File: src/rtl/core_pkg.sv
// Shared definitions for the attention-core instruction sequencer.
//   state_e       : sequencer phase enumeration
//   inst bit map  : fixed flag positions (LSB side) plus aw-dependent
//                   field offsets computed by helper functions
//   inst_width()  : total instruction word width for a given aw
package core_pkg;

  typedef enum logic [3:0] {
    S_IDLE,
    S_QWR,
    S_KWR,
    S_GAP1,
    S_KLOAD,
    S_GAP2,
    S_EXEC,
    S_GAP3,
    S_DRAIN,
    S_FIN
  } state_e;

  // Flag bits, counted from the LSB of the instruction word.
  localparam int unsigned PMEM_WR      = 0;
  localparam int unsigned PMEM_RD      = 1;
  localparam int unsigned KMEM_WR      = 2;
  localparam int unsigned KMEM_RD      = 3;
  localparam int unsigned QMEM_WR      = 4;
  localparam int unsigned QMEM_RD      = 5;
  localparam int unsigned LOAD         = 6;
  localparam int unsigned EXECUTE      = 7;
  localparam int unsigned PMEM_ADD_LSB = 8;

  function automatic int unsigned inst_width(input int unsigned aw);
    return 2 * aw + 9;
  endfunction

  function automatic int unsigned qkmem_add_lsb(input int unsigned aw);
    return PMEM_ADD_LSB + aw;
  endfunction

  function automatic int unsigned ofifo_rd_pos(input int unsigned aw);
    return 2 * aw + 8;
  endfunction

endpackage

File: src/rtl/seq_cnt.sv
// Loadable up-counter with terminal-count flag.
//   clk, reset : clock, synchronous active-high reset (count -> 0)
//   load       : load load_val (has priority over en)
//   load_val   : value loaded on load
//   en         : increment by one
//   last       : terminal value compared against the current count
//   cnt        : current count
//   tc         : high while cnt == last
module seq_cnt #(
  parameter int unsigned W = 4
) (
  input  logic         clk,
  input  logic         reset,
  input  logic         load,
  input  logic [W-1:0] load_val,
  input  logic         en,
  input  logic [W-1:0] last,
  output logic [W-1:0] cnt,
  output logic         tc
);

  logic [W-1:0] cnt_q;
  logic [W-1:0] cnt_d;

  always_comb begin
    cnt_d = cnt_q;
    if (load) begin
      cnt_d = load_val;
    end else if (en) begin
      cnt_d = cnt_q + W'(1);
    end
  end

  always_ff @(posedge clk) begin
    if (reset) begin
      cnt_q <= '0;
    end else begin
      cnt_q <= cnt_d;
    end
  end

  assign cnt = cnt_q;
  assign tc  = (cnt_q == last);

endmodule

File: src/rtl/core_inst_seq.sv
// Autonomous instruction sequencer for the attention core.
// A start pulse runs: Q write, K write, gap, K load, gap, execute, gap,
// ofifo-to-pmem drain, then a one-cycle done pulse.
//   clk, reset : clock, synchronous active-high reset
//   start      : begins a run when idle (n_q sampled then)
//   n_q        : Q vectors for the run, clamped to 2^aw
//   in_data    : Q then K vectors on a valid/ready stream
//   in_valid   : in_data valid
//   in_ready   : sequencer accepts in_data (QWR/KWR only)
//   mem_in     : registered data to core
//   inst       : registered instruction word to core
//   busy       : high while a run is in progress
//   done       : one-cycle pulse at run end
//   stall_cnt  : only with CORE_INST_SEQ_STALL_CNT_EN defined; saturating
//                count of QWR/KWR cycles without in_valid
module core_inst_seq
  import core_pkg::*;
#(
  parameter int unsigned bw  = 8,
  parameter int unsigned pr  = 8,
  parameter int unsigned col = 8,
  parameter int unsigned aw  = 4,
  parameter int unsigned gap = 10
) (
  input  logic                      clk,
  input  logic                      reset,
  input  logic                      start,
  input  logic [aw:0]               n_q,
  input  logic [pr*bw-1:0]          in_data,
  input  logic                      in_valid,
  output logic                      in_ready,
  output logic [pr*bw-1:0]          mem_in,
  output logic [inst_width(aw)-1:0] inst,
  output logic                      busy,
  output logic                      done
`ifdef CORE_INST_SEQ_STALL_CNT_EN
  ,
  output logic [15:0]               stall_cnt
`endif
);

  localparam int unsigned IW       = inst_width(aw);
  localparam int unsigned DW       = pr * bw;
  localparam int unsigned QK_LSB   = qkmem_add_lsb(aw);
  localparam int unsigned OFIFO_RD = ofifo_rd_pos(aw);
  // Phase counter must hold both n_q-1 and col+1.
  localparam int unsigned CW = ((aw + 1) > $clog2(col + 2)) ? (aw + 1) : $clog2(col + 2);
  localparam int unsigned GW = (gap > 1) ? $clog2(gap) : 1;
  localparam logic [aw:0] NQ_MAX = {1'b1, {aw{1'b0}}};

  state_e          state_q, state_d;
  logic [aw:0]     n_q_q, n_q_d;
  logic [IW-1:0]   inst_q, inst_d;
  logic [DW-1:0]   mem_in_q, mem_in_d;
  logic            busy_q, busy_d;
  logic            done_q, done_d;

  logic            ph_load, ph_en, ph_tc;
  logic [CW-1:0]   ph_last, ph_cnt;
  logic            gp_load, gp_en, gp_tc;
  logic [GW-1:0]   gp_cnt_unused;
  logic [aw-1:0]   kl_add;

  seq_cnt #(.W(CW)) u_phase_cnt (
    .clk      (clk),
    .reset    (reset),
    .load     (ph_load),
    .load_val ('0),
    .en       (ph_en),
    .last     (ph_last),
    .cnt      (ph_cnt),
    .tc       (ph_tc)
  );

  seq_cnt #(.W(GW)) u_gap_cnt (
    .clk      (clk),
    .reset    (reset),
    .load     (gp_load),
    .load_val ('0),
    .en       (gp_en),
    .last     (GW'(gap - 1)),
    .cnt      (gp_cnt_unused),
    .tc       (gp_tc)
  );

  // KLOAD drives qkmem_add = c-1 on cycle c; only the low aw bits matter
  // because c-1 never exceeds col-1.
  assign kl_add = ph_cnt[aw-1:0] - aw'(1);

  always_comb begin
    state_d  = state_q;
    n_q_d    = n_q_q;
    inst_d   = '0;
    mem_in_d = '0;
    done_d   = 1'b0;
    in_ready = 1'b0;
    ph_load  = 1'b0;
    ph_en    = 1'b0;
    ph_last  = '0;
    gp_load  = 1'b0;
    gp_en    = 1'b0;

    // The sequencer never reads pmem; the bit is kept low.
    inst_d[PMEM_RD] = 1'b0;

    case (state_q)
      S_IDLE: begin
        if (start) begin
          n_q_d   = (n_q > NQ_MAX) ? NQ_MAX : n_q;
          state_d = (n_q == '0) ? S_FIN : S_QWR;
          ph_load = 1'b1;
          gp_load = 1'b1;
        end
      end

      S_QWR, S_KWR: begin
        in_ready = 1'b1;
        ph_last  = (state_q == S_QWR) ? (CW'(n_q_q) - CW'(1)) : CW'(col - 1);
        if (in_valid) begin
          inst_d[(state_q == S_QWR) ? QMEM_WR : KMEM_WR] = 1'b1;
          inst_d[QK_LSB +: aw] = ph_cnt[aw-1:0];
          mem_in_d = in_data;
          if (ph_tc) begin
            ph_load = 1'b1;
            state_d = (state_q == S_QWR) ? S_KWR : S_GAP1;
          end else begin
            ph_en = 1'b1;
          end
        end
      end

      S_GAP1, S_GAP2, S_GAP3: begin
        if (gp_tc) begin
          gp_load = 1'b1;
          case (state_q)
            S_GAP1:  state_d = S_KLOAD;
            S_GAP2:  state_d = S_EXEC;
            default: state_d = S_DRAIN;
          endcase
        end else begin
          gp_en = 1'b1;
        end
      end

      S_KLOAD: begin
        ph_last        = CW'(col + 1);
        inst_d[LOAD]   = 1'b1;
        if (ph_cnt >= CW'(1) && ph_cnt <= CW'(col)) begin
          inst_d[KMEM_RD] = 1'b1;
        end
        if (ph_cnt >= CW'(2) && ph_cnt <= CW'(col)) begin
          inst_d[QK_LSB +: aw] = kl_add;
        end
        if (ph_tc) begin
          ph_load = 1'b1;
          state_d = S_GAP2;
        end else begin
          ph_en = 1'b1;
        end
      end

      S_EXEC: begin
        ph_last              = CW'(n_q_q) - CW'(1);
        inst_d[EXECUTE]      = 1'b1;
        inst_d[QMEM_RD]      = 1'b1;
        inst_d[QK_LSB +: aw] = ph_cnt[aw-1:0];
        if (ph_tc) begin
          ph_load = 1'b1;
          state_d = S_GAP3;
        end else begin
          ph_en = 1'b1;
        end
      end

      S_DRAIN: begin
        ph_last                    = CW'(n_q_q) - CW'(1);
        inst_d[OFIFO_RD]           = 1'b1;
        inst_d[PMEM_WR]            = 1'b1;
        inst_d[PMEM_ADD_LSB +: aw] = ph_cnt[aw-1:0];
        if (ph_tc) begin
          ph_load = 1'b1;
          state_d = S_FIN;
        end else begin
          ph_en = 1'b1;
        end
      end

      S_FIN: begin
        done_d  = 1'b1;
        state_d = S_IDLE;
      end

      default: begin
        state_d = S_IDLE;
      end
    endcase

    busy_d = (state_d != S_IDLE);
  end

  always_ff @(posedge clk) begin
    if (reset) begin
      state_q  <= S_IDLE;
      n_q_q    <= '0;
      inst_q   <= '0;
      mem_in_q <= '0;
      busy_q   <= 1'b0;
      done_q   <= 1'b0;
    end else begin
      state_q  <= state_d;
      n_q_q    <= n_q_d;
      inst_q   <= inst_d;
      mem_in_q <= mem_in_d;
      busy_q   <= busy_d;
      done_q   <= done_d;
    end
  end

  assign inst   = inst_q;
  assign mem_in = mem_in_q;
  assign busy   = busy_q;
  assign done   = done_q;

`ifdef CORE_INST_SEQ_STALL_CNT_EN
  logic [15:0] stall_q, stall_d;

  always_comb begin
    stall_d = stall_q;
    if (state_q == S_IDLE && start) begin
      stall_d = '0;
    end else if ((state_q == S_QWR || state_q == S_KWR) && !in_valid && stall_q != '1) begin
      stall_d = stall_q + 16'd1;
    end
  end

  always_ff @(posedge clk) begin
    if (reset) begin
      stall_q <= '0;
    end else begin
      stall_q <= stall_d;
    end
  end

  assign stall_cnt = stall_q;
`else
  // No stall counter in this build.
`endif

endmodule

File: config.mk
export PLATFORM = sky130hd
export DESIGN_NAME = core_inst_seq
export DESIGN_NICKNAME = d
export VERILOG_FILES = /design/src/rtl/core_pkg.sv /design/src/rtl/seq_cnt.sv /design/src/rtl/core_inst_seq.sv
export SDC_FILE = /design/constraint.sdc
export NUM_CORES = 1
export LEC_CHECK = 0
export BUFFER_PORTS_ARGS = -buffer_cell sky130_fd_sc_hd__buf_2
export CAP_MARGIN = 15
export CORE_MARGIN = 10
export CORE_UTILIZATION = 30
export DETAILED_ROUTE_END_ITERATION = 12
export PLACE_DENSITY_LB_ADDON = 0.05
export SLEW_MARGIN = 20
export SYNTH_ARGS = -nofsm -noshare
export SYNTH_HDL_FRONTEND = slang
export SYNTH_SLANG_ARGS = --single-unit
File: constraint.sdc
create_clock -name clk -period 5 [get_ports clk]
set_clock_uncertainty 0.05 [all_clocks]
set_input_delay 1 -clock clk [delete_from_list [all_inputs] [get_ports clk]]
set_output_delay 1 -clock clk [all_outputs]
set_load 0.01 [all_outputs]
### Word-level counts from Yosys, hierarchy flattened

Cells that the tools add are included.

* latch bits: 0
* memories: 0
* bits in read-only memories: 0
* flip-flop bits (word level): 101
* memory bits (writable): 0
* output and inout port bits: 84

* muxes and demuxes: 41
* shift operators: 0
* equality and inequality tests: 11
* $lt $le $gt $ge: 6
* div/mod/pow operators: 0
* $add $sub $neg: 4
* multipliers: 0
* bitwise operators: 2
* reduce and logical (&&, ||, !) cells: 14

Operator list (count)
* 4-bit 2-to-1 mux: 9
* 4-bit case mux with 6 select lines: 1
* 17-bit 2-to-1 mux: 1
* 4-bit by 3-bit equality test with 1-bit output (second input constant): 4
* 1-bit case mux with 2 select lines: 8
* 4-bit case mux with 2 select lines: 2
* 5-bit case mux with 3 select lines: 1
* 1-bit 2-to-1 mux: 13
* 4-bit equality test (second input constant): 3
* 4-bit case mux with 3 select lines: 1
* 5-bit 2-to-1 mux: 2
* 3-bit OR reduction: 3
* 4-bit by 2-bit equality test with 1-bit output (second input constant): 2
* 2-bit OR reduction: 4
* 3-bit by 6-bit < comparator with 1-bit output (second input constant): 1
* 5-bit by 1-bit adder with 5-bit output (second input constant): 1
* 1-bit demux with 5-bit select: 1
* 5-bit equality test: 1
* 5-bit by 1-bit greater-or-equal comparator with 1-bit output (second input constant): 1
* 5-bit by 2-bit greater-or-equal comparator with 1-bit output (second input constant): 1
* 5-bit > comparator (second input constant): 1
* 5-bit by 4-bit <= comparator with 1-bit output (second input constant): 1
* 5-bit logical NOT: 1
* 5-bit by 1-bit subtractor with 5-bit output (second input constant): 1
* other kinds (11): 14

### Longest topological paths before layout

Gate-level depths: netlist (run 1).

* depth in word-level cells: 8
* depth in mapped cells: 9

### Modules after synthesis

A second synthesis (run 1) with hierarchy kept.

* cell total of the unflattened synthesis: 376
* area, all modules: 3671.0 um2

Modules (own cells, without submodules)
* core_inst_seq: times used 1, cells an instance 314, sequential area each 1781.7 um2, area an instance 3114.2 um2
* seq_cnt at u_phase_cnt: times used 1, cells an instance 35, sequential area each 100.1 um2, area an instance 310.3 um2
* seq_cnt at u_gap_cnt: times used 1, cells an instance 27, sequential area each 80.1 um2, area an instance 246.5 um2

### Least setup slack after synthesis (run 1)

Ideal clock, no wire load.

* path type: reg-to-reg
* from: reg state_q[2]
* to: reg busy_q (netlist: busy)
* slack: 2558 ps
* library setup time: 129 ps
* required time: 4821 ps
* clock period less this slack: 2442 ps
* arrival: 2263 ps
* cell stages (with the launch flop): 10
* path buffers: 2
* path through: dfxtp_1 buf_6 or3b_1 buf_2 a211oi_1 nor3b_1 or4b_1 nand4b_4 mux2i_1 nand4b_1

* word-level cells in the longest chain between the ends: 8

Ends and longest elaborated chain
* from (decl): RTL line core_inst_seq.sv:51 `state_e state_q, state_d;`
* from (signal assigned): RTL line core_inst_seq.sv:210 `state_q <= state_d;`
* 4-bit by 1-bit equality test with 1-bit output (tied with other cells): RTL line core_inst_seq.sv:106, core_inst_seq.sv:118, core_inst_seq.sv:125
* 5-bit 2-to-1 mux (tied with other cells): RTL line core_inst_seq.sv:118 `ph_last = (state_q == S_QWR) ? (CW'(n_q_q) - CW'(1)) : CW'(col - 1);`
* 5-bit case mux with 3 select lines: RTL line core_inst_seq.sv:106 `case (state_q)`
* 5-bit equality test: RTL line seq_cnt.sv:43 `assign tc = (cnt_q == last);`
* 4-bit 2-to-1 mux: RTL line core_inst_seq.sv:123 `if (ph_tc) begin`
* 4-bit 2-to-1 mux: RTL line core_inst_seq.sv:119 `if (in_valid) begin`
* 4-bit case mux with 6 select lines *: RTL line core_inst_seq.sv:106
* 4-bit nonzero test *: RTL line core_inst_seq.sv:198 `busy_d = (state_d != S_IDLE);`
* to (signal assigned): RTL line core_inst_seq.sv:214 `busy_q <= busy_d;`
* to (decl): RTL line core_inst_seq.sv:55 `logic busy_q, busy_d;`

Mark *: on every way between the ends. The rest lies on a longest branch, timed or not.
A chain may end at the register's enable or synchronous reset.

### Final worst setup path (run 1)

* from: reg state_q[3]
* to: reg busy_q (netlist: busy)

Same word-level chain as after synthesis.

==> results of run 1 <==
[worst reg2reg max path, delay by kind of cell, from the launching register on]
| family | cells | cell delay (ps) |
|---|---|---|
| flip-flops | 1 | 780 |
| AO/OA/AOI/OAI | 1 | 410 |
| multiplexers | 1 | 260 |
| AND/OR/NAND/NOR | 5 | 1520 |
[how the worst max path moves through the flow]
stage / start / end / slack, ps / cells after the start
finish: state_q[3] / busy / 1840 / 7
global route: state_q[0] / busy / 1650 / 7
CTS: state_q[3] / busy / 1880 / 7
detailed placement: state_q[3] / busy / 1900 / 7
global placement: state_q[0] / busy / 2040 / 7
floorplan: state_q[2] / busy / 2560 / 9
[stage by stage]
stage | util (%) | instance area (um^2)
3_3_place_gp | 38.07 | 4592
4_1_cts | 41.04 | 4950
3_5_place_dp | 38.07 | 4592
2_1_floorplan | - | 3711
6_report | 41.05 | 4951
5_1_grt | 41.05 | 4951
[flip-flops by register name (all words and copies together) (netlist names)]
name             flops
done                 1
u_phase_cnt.cnt      5
state_q              4
busy                 1
mem_in              64
inst                15
u_gap_cnt.cnt        4
n_q_q                5
[logic make-up after synthesis]
kind of cell / Yosys count / share of synthesized area [%]
AO/OA/AOI/OAI: 53 / 9.204
XOR/XNOR: 7 / 1.652
adder cells (fa/ha/maj): 7 / 2.360
buffers and inverters: 34 / 3.911
flip-flops: 99 / 53.41
multiplexers: 4 / 1.113
other: 1 / 0.1010
AND/OR/NAND/NOR: 182 / 28.25
[layout by cell type (no fill, tap or decap), drive strengths merged, types with 3 or more instances in the layout]
master	count
o21ai	6
nor4	4
or4	3
a21oi	19
mux2i	3
nor3	9
nor2	34
nand3	9
nor3b	8
inv	10
dfxtp	99
clkbuf	10
nand2	19
bufinv	3
a31oi	4
o211ai	3
buf	156
nand3b	4
nand2b	6
or3b	3
and2	67
or4b	3
xnor2	7
ha	7
[cell type report]
type | count | area, um^2
Timing Repair Buffer | 156 | 783.3
Fill cell | 1216 | 7111
Clock inverter | 6 | 118.9
Inverter | 8 | 30.03
Clock buffer | 10 | 239.0
Sequential cell | 99 | 1982
Multi-Input combinational cell | 254 | 1588
Tap cell | 168 | 210.2
[metal layers]
metal	share of wire [%]	global-route usage (%)	wire [um]
met5	0	0	0
met4	1.7	5.438	182
met3	10	6.364	1103
met2	47	20.05	4980
met1	41	13.48	4379
[power by group]
part           switching [mW]  internal (mW)  total (mW)
Clock                   0.314          0.509       0.823
Sequential             0.0510          0.851       0.902
Combinational           0.247          0.184       0.432
==> insert_results.sql, run 1 <==
INSERT INTO impl_metrics (metric_group, metric, value, unit) VALUES
('die', 'fp.dieH', '131.2', 'um'),
('placed_design', 'dp.cells', '685', ''),
('die', 'fp.dieArea', '17220', 'um^2'),
('timing', 'maxSlewHeadroom', '47.57', '%'),
('timing', 'fin_tns_setup', '0', 'ps'),
('yosys', 'synthesis.yosys.warnings', '0', ''),
('cts', 'worst_skew_pair.late_latency', '350', 'ps'),
('cts', 'cts_max_level', '3', ''),
('route', 'route.final.wire_length', '10.65', 'mm'),
('cts', 'cts.path.max_buffers', '2', ''),
('cts', 'tritoncts_clock_tree', 'done', ''),
('die', 'row_count', '40', ''),
('timing', 'worst-slew-pin-transition', '784.4', 'ps'),
('global_routing', 'grt_use_total', '12.47', '%'),
('die', 'die_x', '131.2', 'um'),
('min_path', 'hold_path_startpoint', 'u_gap_cnt.cnt[2]', ''),
('placed_design', 'globalplace.congestion', '0.7781', ''),
('timing', 'timing.final.crit_period', '3164', 'ps'),
('pwr', 'power_total', '2.156', 'mW'),
('yosys', 'synth.top_cell.area_share', '53.41', '%'),
('worst_setup_path', 'critical_path_buf_inv_count', '0', ''),
('yosys', 'async_reset_ff_share', '0', '%'),
('run', 'drv.max_cap_violation_count', '0', ''),
('yosys', 'synth_commonest_cells', 'sky130_fd_sc_hd__dfxtp_1 (99), sky130_fd_sc_hd__and2_1 (67), sky130_fd_sc_hd__nor2_1 (34)', ''),
('route', 'drtAntennaViolNets', '0', ''),
('yosys', 'post_synth_edffs', '0', ''),
('placed_design', 'dp_wirelength', '8.189', 'mm'),
('min_path', 'timing.hold.worst_endpoint', 'u_gap_cnt.cnt[2]', ''),
('cts', 'tritoncts.num_buffers', '9', ''),
('timing', 'rsz_0062_raised_after_global_routing', 'no', ''),
('min_path', 'holdPathStages', '2', ''),
('die', 'placeableCoreArea', '12060', 'um^2'),
('final_layout', 'share_of_post_route_cells_with_drive_strength_above_1', '33.58', '%'),
('die', 'initial_utilization', '30.77', '%'),
('timing', 'setup_violations', '0', ''),
('global_routing', 'initial_antenna_violation_count', '0', ''),
('cts', 'root_buffer', 'sky130_fd_sc_hd__clkbuf_16', ''),
('worst_setup_path', 'worst_r2r_startpoint', 'state_q[3]', ''),
('route', 'detail_route.first_pass.iterations', '4', ''),
('route', 'via_count', '3089', ''),
('worst_setup_path', 'setup.worst_path.end_class', 'flip-flop', ''),
('placed_design', 'placement.setup.worst_slack', '1905', 'ps'),
('worst_setup_path', 'crit_chain', 'or3b_1, a211oi_1, nor3b_1, or4b_1, nand4b_4, mux2i_1, nand4b_1', ''),
('yosys', 'synth.most_common_cell', 'sky130_fd_sc_hd__dfxtp_1', ''),
('worst_setup_path', 'r2r_end', 'busy', ''),
('yosys', 'synth_area_leader_cell', 'sky130_fd_sc_hd__dfxtp_1', ''),
('global_routing', 'gr-total-overflow', '0', ''),
('timing', 'finalHoldViolCount', '0', ''),
('worst_setup_path', 'arrival_time_reported_for_the_critical_path_endpoint', '3330', 'ps'),
('outcome', 'outcome', 'finished clean', ''),
('final_layout', 'antennaDiodeCount', '0', ''),
('yosys', 'synth-main-ff-cell', 'sky130_fd_sc_hd__dfxtp_1', ''),
('cts', 'cts_hold_buf', '0', ''),
('cts', 'cts_post_setup_buffers_inserted', '0', ''),
('worst_setup_path', 'ff2ff_path_depth', '7', ''),
('die', 'ioPinCount', '157', ''),
('final_layout', 'post_layout_nets', '608', ''),
('worst_setup_path', 'timing_worst_setup_path_type', 'reg -> reg', ''),
('route', 'drc_errors', '0', ''),
('timing', 'hold-worst-slack', '462.3', 'ps'),
('yosys', 'synth_seq_cells', '99', ''),
('timing', 'achievable-frequency', '316.1', 'MHz'),
('pwr', 'pwr_dens', '435.5', 'nW/um^2'),
('timing', 'final_min_period_over_clock_period', '63.27', '%'),
('pwr', 'power_leakage', '2.354', 'nW'),
('route', 'vias_per_cell', '4.407', ''),
('worst_setup_path', 'worst_path_dominant_cell_family', 'simple AND/OR/NAND/NOR gates', ''),
('worst_setup_path', 'critPathRequiredTime', '5170', 'ps'),
('yosys', 'synth.avg_cell_area', '9.589', 'um^2'),
('cts', 'clk_transition_reported_paths', '70', 'ps'),
('timing', 'setup_ws', '1836', 'ps');
(Power assumes the default switching activity.)
==> run 2: changes to the inputs <==
- ABC_AREA: not set -> 1
- clock period: 5 -> 3.2 ns (I/O delays scaled with it)
==> insert_results.sql, run 2 <==
INSERT INTO impl_metrics (metric_group, metric, value, unit) VALUES
('outcome', 'outcome', 'finished clean', ''),
('global_routing', 'grt_start_max_net_pins', '37', ''),
('cts', 'worst_skew_pair.late_latency', '340', 'ps'),
('yosys', 'post_synth_edffs', '0', ''),
('final_layout', 'share_of_post_route_cells_with_drive_strength_above_1', '30.77', '%'),
('placed_design', 'globalplace.congestion', '0.8444', ''),
('final_layout', 'fillers', '1272', ''),
('die', 'die_x', '130.5', 'um'),
('final_layout', 'largest_register_ff_count', '64', ''),
('timing', 'final_min_period_over_clock_period', '66.78', '%'),
('yosys', 'async_reset_ff_share', '0', '%'),
('cts', 'tritoncts_clock_tree', 'done', ''),
('final_layout', 'most_common_cell_after_layout_fill_and_taps_aside', 'sky130_fd_sc_hd__buf_2', ''),
('final_layout', 'count_of_non_filler_cells_in_the_finished_layout', '771', ''),
('pwr', 'clock_power_share', '39.8', '%'),
('pwr', 'seqPwrFrac', '49.2', '%'),
('min_path', 'hold_path_class', 'reg -> reg', ''),
('yosys', 'netlist_area', '3660', 'um^2'),
('yosys', 'synthesis.yosys.warnings', '0', ''),
('pwr', 'p_sw_share', '24.02', '%'),
('timing', 'slew_violations', '0', ''),
('yosys', 'synthCells', '464', ''),
('pwr', 'power.switching', '0.6238', 'mW'),
('timing', 'maxSlewHeadroom', '61.76', '%'),
('die', 'fp.dieH', '130.5', 'um'),
('worst_setup_path', 'worst-path-max-fanout', '4', ''),
('route', 'drtAntennaViolNets', '0', ''),
('die', 'initial_utilization', '30.60', '%'),
('run', 'drv.max_cap_violation_count', '0', ''),
('worst_setup_path', 'arrival_time_reported_for_the_critical_path_endpoint', '1450', 'ps'),
('pwr', 'pwr_dens', '537.9', 'nW/um^2'),
('die', 'fp.dieArea', '17020', 'um^2'),
('timing', 'fin_tns_setup', '0', 'ps'),
('timing', 'setup_violations', '0', ''),
('min_path', 'hold_path_startpoint', 'u_gap_cnt.cnt[3]', ''),
('route', 'detail_route.first_pass.iterations', '4', ''),
('worst_setup_path', 'critPathLaunch', 'state_q[3]', ''),
('global_routing', 'grt_use_total', '12.00', '%'),
('cts', 'cts.path.max_buffers', '2', ''),
('route', 'route.detailed.wl_per_inst', '13.31', 'um'),
('final_layout', 'final_util', '40.37', '%'),
('global_routing', 'gr-total-overflow', '0', ''),
('route', 'vias_per_cell', '4.150', ''),
('worst_setup_path', 'critPathRequiredTime', '2510', 'ps'),
('cts', 'post_cts_resize_count', '0', ''),
('yosys', 'synth_area_leader_cell', 'sky130_fd_sc_hd__dfxtp_1', ''),
('cts', 'clock_sink_count', '99', ''),
('yosys', 'synth.avg_cell_area', '7.887', 'um^2'),
('yosys', 'synth_seq_cells', '99', ''),
('worst_setup_path', 'timing.critical_path.from_type', 'flip-flop', ''),
('worst_setup_path', 'timing_worst_setup_path_type', 'reg -> out', ''),
('yosys', 'yosysSeqAreaShare', '54.15', '%'),
('die', 'row_count', '40', ''),
('yosys', 'syn_nets', '544', ''),
('worst_setup_path', 'worst_r2r_startpoint', 'state_q[1]', ''),
('route', 'met3_length', '781', 'um'),
('route', 'route.final.wire_length', '10.26', 'mm'),
('final_layout', 'layout.cells.most_common_list', 'sky130_fd_sc_hd__buf_2 (155), sky130_fd_sc_hd__dfxtp_1 (99), sky130_fd_sc_hd__nor2_1 (98)', ''),
('final_layout', 'antennaDiodeCount', '0', ''),
('die', 'placeableCoreArea', '11960', 'um^2'),
('final_layout', 'final_design_area_no_fill', '4828', 'um^2'),
('placed_design', 'dp_wirelength', '8.223', 'mm'),
('cts', 'cts_post_setup_buffers_inserted', '0', ''),
('worst_setup_path', 'setup.worst_path.end_class', 'primary output', ''),
('pwr', 'combPwrFrac', '11.0', '%'),
('die', 'ioPinCount', '157', ''),
('route', 'drt_iter0_markers', '144', ''),
('cts', 'root_buffer', 'sky130_fd_sc_hd__clkbuf_16', ''),
('route', 'via_count', '3200', ''),
('timing', 'rsz_0062_raised_after_global_routing', 'no', ''),
('timing', 'finalHoldViolCount', '0', ''),
('route', 'highest_layer', 'met4', ''),
('cts', 'tritoncts.num_buffers', '9', ''),
('final_layout', 'area_growth', '31.93', '%'),
('cts', 'clk_transition_reported_paths', '60', 'ps'),
('pwr', 'power_leakage', '2.744', 'nW'),
('route', 'drc_errors', '0', ''),
('global_routing', 'initial_antenna_violation_count', '0', ''),
('yosys', 'synth.most_common_cell', 'sky130_fd_sc_hd__dfxtp_1', ''),
('final_layout', 'post_layout_nets', '700', ''),
('timing', 'timing.final.crit_period', '2137', 'ps'),
('route', 'met1_wire_length', '4.135', 'mm'),
('cts', 'cts_hold_buf', '0', ''),
('placed_design', 'numPortBuffers', '155', ''),
('yosys', 'synth_commonest_cells', 'sky130_fd_sc_hd__dfxtp_1 (99), sky130_fd_sc_hd__inv_1 (98), sky130_fd_sc_hd__nor2_1 (98)', ''),
('global_routing', 'global_route_wire_length_before_repair', '15.84', 'mm'),
('yosys', 'netlist-cell-type-count', '32', ''),
('pwr', 'power.internal', '1.973', 'mW'),
('timing', 'worst-slew-pin-transition', '572.7', 'ps'),
('yosys', 'synth-main-ff-cell', 'sky130_fd_sc_hd__dfxtp_1', ''),
('placed_design', 'postPlaceCellArea', '4552', 'um^2'),
('global_routing', 'first_global_vias', '3198', ''),
('cts', 'cts_max_level', '3', ''),
('pwr', 'irDropWorstVdd', '0.2358', 'mV'),
('timing', 'achievable-frequency', '468.0', 'MHz'),
('route', 'wl_met2', '5.132', 'mm'),
('yosys', 'synth_top_cells_by_area', 'sky130_fd_sc_hd__dfxtp_1 (54%), sky130_fd_sc_hd__inv_1 (10%), sky130_fd_sc_hd__nor2_1 (10%), sky130_fd_sc_hd__nand2_1 (5.7%), sky130_fd_sc_hd__nand3_1 (3.6%)', ''),
('yosys', 'synth.top_cell.area_share', '54.15', '%'),
('placed_design', 'dp.cells', '756', '');
-- run 2: power by group through the flow --
stage | Sequential, mW | Combinational (mW) | Clock [mW]
final | 1.28 | 0.285 | 1.03
after global routing | 1.28 | 0.328 | 1.13
after CTS | 1.28 | 0.291 | 1.08
after detailed placement | 1.31 | 0.290 | 0
after global placement | 1.31 | 0.291 | 0
after floorplan | 1.32 | 0.167 | 0
-- run 2: through the flow --
stage                     total power [mW]  worst slack, ps  hold slack [ps]
final                                2.597             1063            419.0
after global routing                 2.741            811.1            445.7
after CTS                            2.645             1035            427.5
after detailed placement             1.596             1057            417.6
after global placement               1.598             1065            411.7
after floorplan                      1.486             1489            389.0
-- run 2: cells by family (layout without fill, tap and decap cells) --
kind of cell / count (synthesis) / count (layout) / share of synthesized area (%)
flip-flops: 99 / 99 / 54.15
XOR/XNOR: 3 / 3 / 0.7181
buffers and inverters: 115 / 275 / 13.06
other: 1 / 1 / 0.1025
AO/OA/AOI/OAI: 34 / 34 / 5.197
adder cells (fa/ha/maj): 7 / 7 / 2.393
AND/OR/NAND/NOR: 205 / 205 / 24.38
-- run 2: worst paths after layout --
kind	end	slack [ps]	cells after the start
max	in_ready	1060	6
min	u_gap_cnt.cnt[3]	420	2
max reg2reg	mem_in[49]	1090	10
min reg2reg	u_gap_cnt.cnt[3]	420	2
-- run 2: area by class of cell --
| cell class | count | area (um^2) | area share, % |
|---|---|---|---|
| clock buffer | 12 | 236.5 | 4.898 |
| clock inverter | 3 | 40.04 | 0.8292 |
| inverter | 104 | 390.4 | 8.085 |
| multi-input combinational | 250 | 1200 | 24.85 |
| sequential | 99 | 1982 | 41.05 |
| tap | 147 | 183.9 | 3.809 |
| timing repair buffer | 156 | 795.8 | 16.48 |
-- run 2: critical path, cell delays in order, from the launching register on --
cell,delay [ps]
sky130_fd_sc_hd__dfxtp_1,350
sky130_fd_sc_hd__nor2_1,270
sky130_fd_sc_hd__nand2_1,130
sky130_fd_sc_hd__inv_2,80
sky130_fd_sc_hd__nor2_1,60
sky130_fd_sc_hd__inv_2,90
sky130_fd_sc_hd__buf_2,130
-- run 2: per-layer routing --
metal | up-vias | track usage (%)
li1 | 1682 | -
met1 | 1412 | 12.86
met2 | 91 | 21.19
met3 | 15 | 3.505
met4 | 0 | 5.886
met5 | - | 0
==> run 3: changes to the inputs <==
- ABC_AREA: 1 -> 0
- clock period: 3.2 -> 2 ns (I/O delays scaled with it)
==> insert_results.sql, run 3 (same netlist as run 1, synthesis figures left out) <==
INSERT INTO impl_metrics (metric_group, metric, value, unit) VALUES
('outcome', 'outcome', 'complete, but fails checks', ''),
('outcome', 'failed_checks', 'negative setup slack', ''),
('worst_setup_path', 'cp_slowest_stage_delay', '570', 'ps'),
('timing', 'timing.final.crit_period', '2475', 'ps'),
('route', 'route.detailed.wl_per_inst', '15.22', 'um'),
('global_routing', 'global_route_wire_length_before_repair', '18.20', 'mm'),
('placed_design', 'placement.setup.worst_slack', '-554.5', 'ps'),
('global_routing', 'first_global_vias', '3399', ''),
('cts', 'clk_transition_reported_paths', '70', 'ps'),
('worst_setup_path', 'critical_path_buf_inv_count', '0', ''),
('final_layout', 'largest_register_ff_count', '64', ''),
('worst_setup_path', 'crit_chain', 'or4b_4, o211ai_1, o21ai_1, or4b_1, nand4b_4, mux2i_2, nand4b_1', ''),
('timing', 'setup_ws', '-475.0', 'ps'),
('worst_setup_path', 'worst-path-max-fanout', '5', ''),
('worst_setup_path', 'worst_path_dominant_cell_family', 'simple AND/OR/NAND/NOR gates', ''),
('cts', 'worst_skew_pair.late_latency', '350', 'ps'),
('run', 'drv.max_cap_violation_count', '0', ''),
('route', 'drc_errors', '0', ''),
('placed_design', 'dp_wirelength', '8.836', 'mm'),
('global_routing', 'gr-total-overflow', '0', ''),
('worst_setup_path', 'critPathLaunch', 'state_q[2]', ''),
('worst_setup_path', 'timing.critical_path.from_type', 'flip-flop', ''),
('die', 'die_x', '131.2', 'um'),
('pwr', 'power_leakage', '2.588', 'nW'),
('worst_setup_path', 'cp_slowest_cell', 'sky130_fd_sc_hd__or4b_4', ''),
('final_layout', 'post_layout_nets', '655', ''),
('cts', 'root_buffer', 'sky130_fd_sc_hd__clkbuf_16', ''),
('placed_design', 'dp.cells', '731', ''),
('placed_design', 'postPlaceCellArea', '4962', 'um^2'),
('cts', 'cts_hold_buf', '0', ''),
('min_path', 'hold_path_startpoint', 'in_data[24]', ''),
('pwr', 'pwr_dens', '1052', 'nW/um^2'),
('die', 'fp.dieArea', '17220', 'um^2'),
('route', 'route.final.wire_length', '11.38', 'mm'),
('global_routing', 'grt_start_max_net_pins', '65', ''),
('route', 'via_count', '3310', ''),
('timing', 'finalHoldViolCount', '0', ''),
('final_layout', 'final_design_area_no_fill', '5364', 'um^2'),
('timing', 'slew_violations', '0', ''),
('worst_setup_path', 'arrival_time_reported_for_the_critical_path_endpoint', '2650', 'ps'),
('route', 'detail_route.first_pass.iterations', '4', ''),
('cts', 'cts_max_level', '3', ''),
('worst_setup_path', 'critPathRequiredTime', '2180', 'ps'),
('cts', 'tritoncts_clock_tree', 'done', ''),
('timing', 'achievable-frequency', '404.0', 'MHz'),
('worst_setup_path', 'worst_r2r_startpoint', 'state_q[2]', ''),
('cts', 'tritoncts.num_buffers', '9', ''),
('cts', 'cts_post_setup_buffers_inserted', '0', ''),
('die', 'initial_utilization', '30.77', '%'),
('route', 'drtAntennaViolNets', '0', ''),
('timing', 'final_min_period_over_clock_period', '123.8', '%'),
('pwr', 'irDropWorstVdd', '0.5801', 'mV'),
('final_layout', 'layout.cells.most_common_list', 'sky130_fd_sc_hd__buf_2 (155), sky130_fd_sc_hd__dfxtp_1 (95), sky130_fd_sc_hd__and2_1 (67)', ''),
('die', 'ioPinCount', '157', ''),
('global_routing', 'initial_antenna_violation_count', '0', ''),
('placed_design', 'numPortBuffers', '155', ''),
('timing', 'rsz_0062_raised_after_global_routing', 'yes', ''),
('die', 'row_count', '40', ''),
('final_layout', 'share_of_post_route_cells_with_drive_strength_above_1', '40.86', '%'),
('timing', 'setup_violations', '10', ''),
('final_layout', 'fillers', '1232', ''),
('final_layout', 'count_of_non_filler_cells_in_the_finished_layout', '748', ''),
('cts', 'cts.path.max_buffers', '2', ''),
('worst_setup_path', 'timing_worst_setup_path_type', 'reg -> reg', ''),
('final_layout', 'antennaDiodeCount', '0', ''),
('timing', 'hold-worst-slack', '191.0', 'ps'),
('cts', 'clock_sink_count', '99', ''),
('route', 'drt_iter0_markers', '124', ''),
('final_layout', 'area_growth', '44.54', '%'),
('min_path', 'hold_path_class', 'in -> reg', ''),
('die', 'fp.dieH', '131.2', 'um'),
('timing', 'fin_tns_setup', '-3222', 'ps'),
('route', 'vias_per_cell', '4.425', ''),
('global_routing', 'grt_use_total', '13.25', '%'),
('placed_design', 'globalplace.congestion', '0.7879', ''),
('die', 'placeableCoreArea', '12060', 'um^2'),
('worst_setup_path', 'setup.worst_path.end_class', 'flip-flop', ''),
('final_layout', 'most_common_cell_after_layout_fill_and_taps_aside', 'sky130_fd_sc_hd__buf_2', '');
## run 3: cell count changes in the layout (fill, tap and decap cells not counted), moves of 5 or more
cell	previous run	this run
sky130_fd_sc_hd__inv_1	97	8
sky130_fd_sc_hd__inv_2	7	0
sky130_fd_sc_hd__nand2_2	5	0
sky130_fd_sc_hd__nand2_1	56	19
sky130_fd_sc_hd__nor2_1	98	32
sky130_fd_sc_hd__xnor2_1	1	6
sky130_fd_sc_hd__nor3b_1	0	8
sky130_fd_sc_hd__nand2b_1	0	5
sky130_fd_sc_hd__buf_4	0	45
sky130_fd_sc_hd__and2_1	1	67
sky130_fd_sc_hd__nand3_1	26	9
## run 3: repair_timing
action | CTS | global route
pin swaps | 2 | 0
gates cloned | 1 | 0
gates resized for setup | 10 | 5
endpoints found under the setup margin | 10 | 13
## run 3: power breakdown
group | internal, mW | switching [mW] | total [mW]
clock network | 1.02 | 0.795 | 1.82
logic | 0.828 | 0.804 | 1.63
registers | 2.13 | 0.0621 | 2.19
total | 3.98 | 1.66 | 5.64
## run 3: per-layer routing
metal / vias up / track usage [%] / share of wire (%)
met5: - / 0 / 0
met2: 104 / 21.14 / 47
li1: 1674 / - / -
met1: 1518 / 14.92 / 42
met4: 0 / 5.250 / 1.8
met3: 14 / 6.288 / 9.0
## run 3: path summary, 6_finish.rpt
path,slack [ps],depth (start not counted),to
setup reg to reg,-480,7,busy
setup / recovery,-480,7,busy
hold / removal,190,2,mem_in[24]
hold reg to reg,450,1,u_gap_cnt.cnt[3]
## run 3: cell type report
class,count,area [um^2],share of cell area [%]
multi-input combinational,254,1640,30.58
timing repair buffer,203,1186,22.11
sequential,99,1987,37.04
inverter,8,30.03,0.5598
clock inverter,5,67.56,1.260
tap,168,210.2,3.919
clock buffer,11,242.7,4.525
## run 3: stage by stage
step / util, % / total power, mW
after global placement: 41.14 / 3.706
after floorplan: - / 3.018
after CTS: 44.32 / 5.698
after global routing: 44.47 / 5.982
final: 44.47 / 5.643
after detailed placement: 41.14 / 3.708
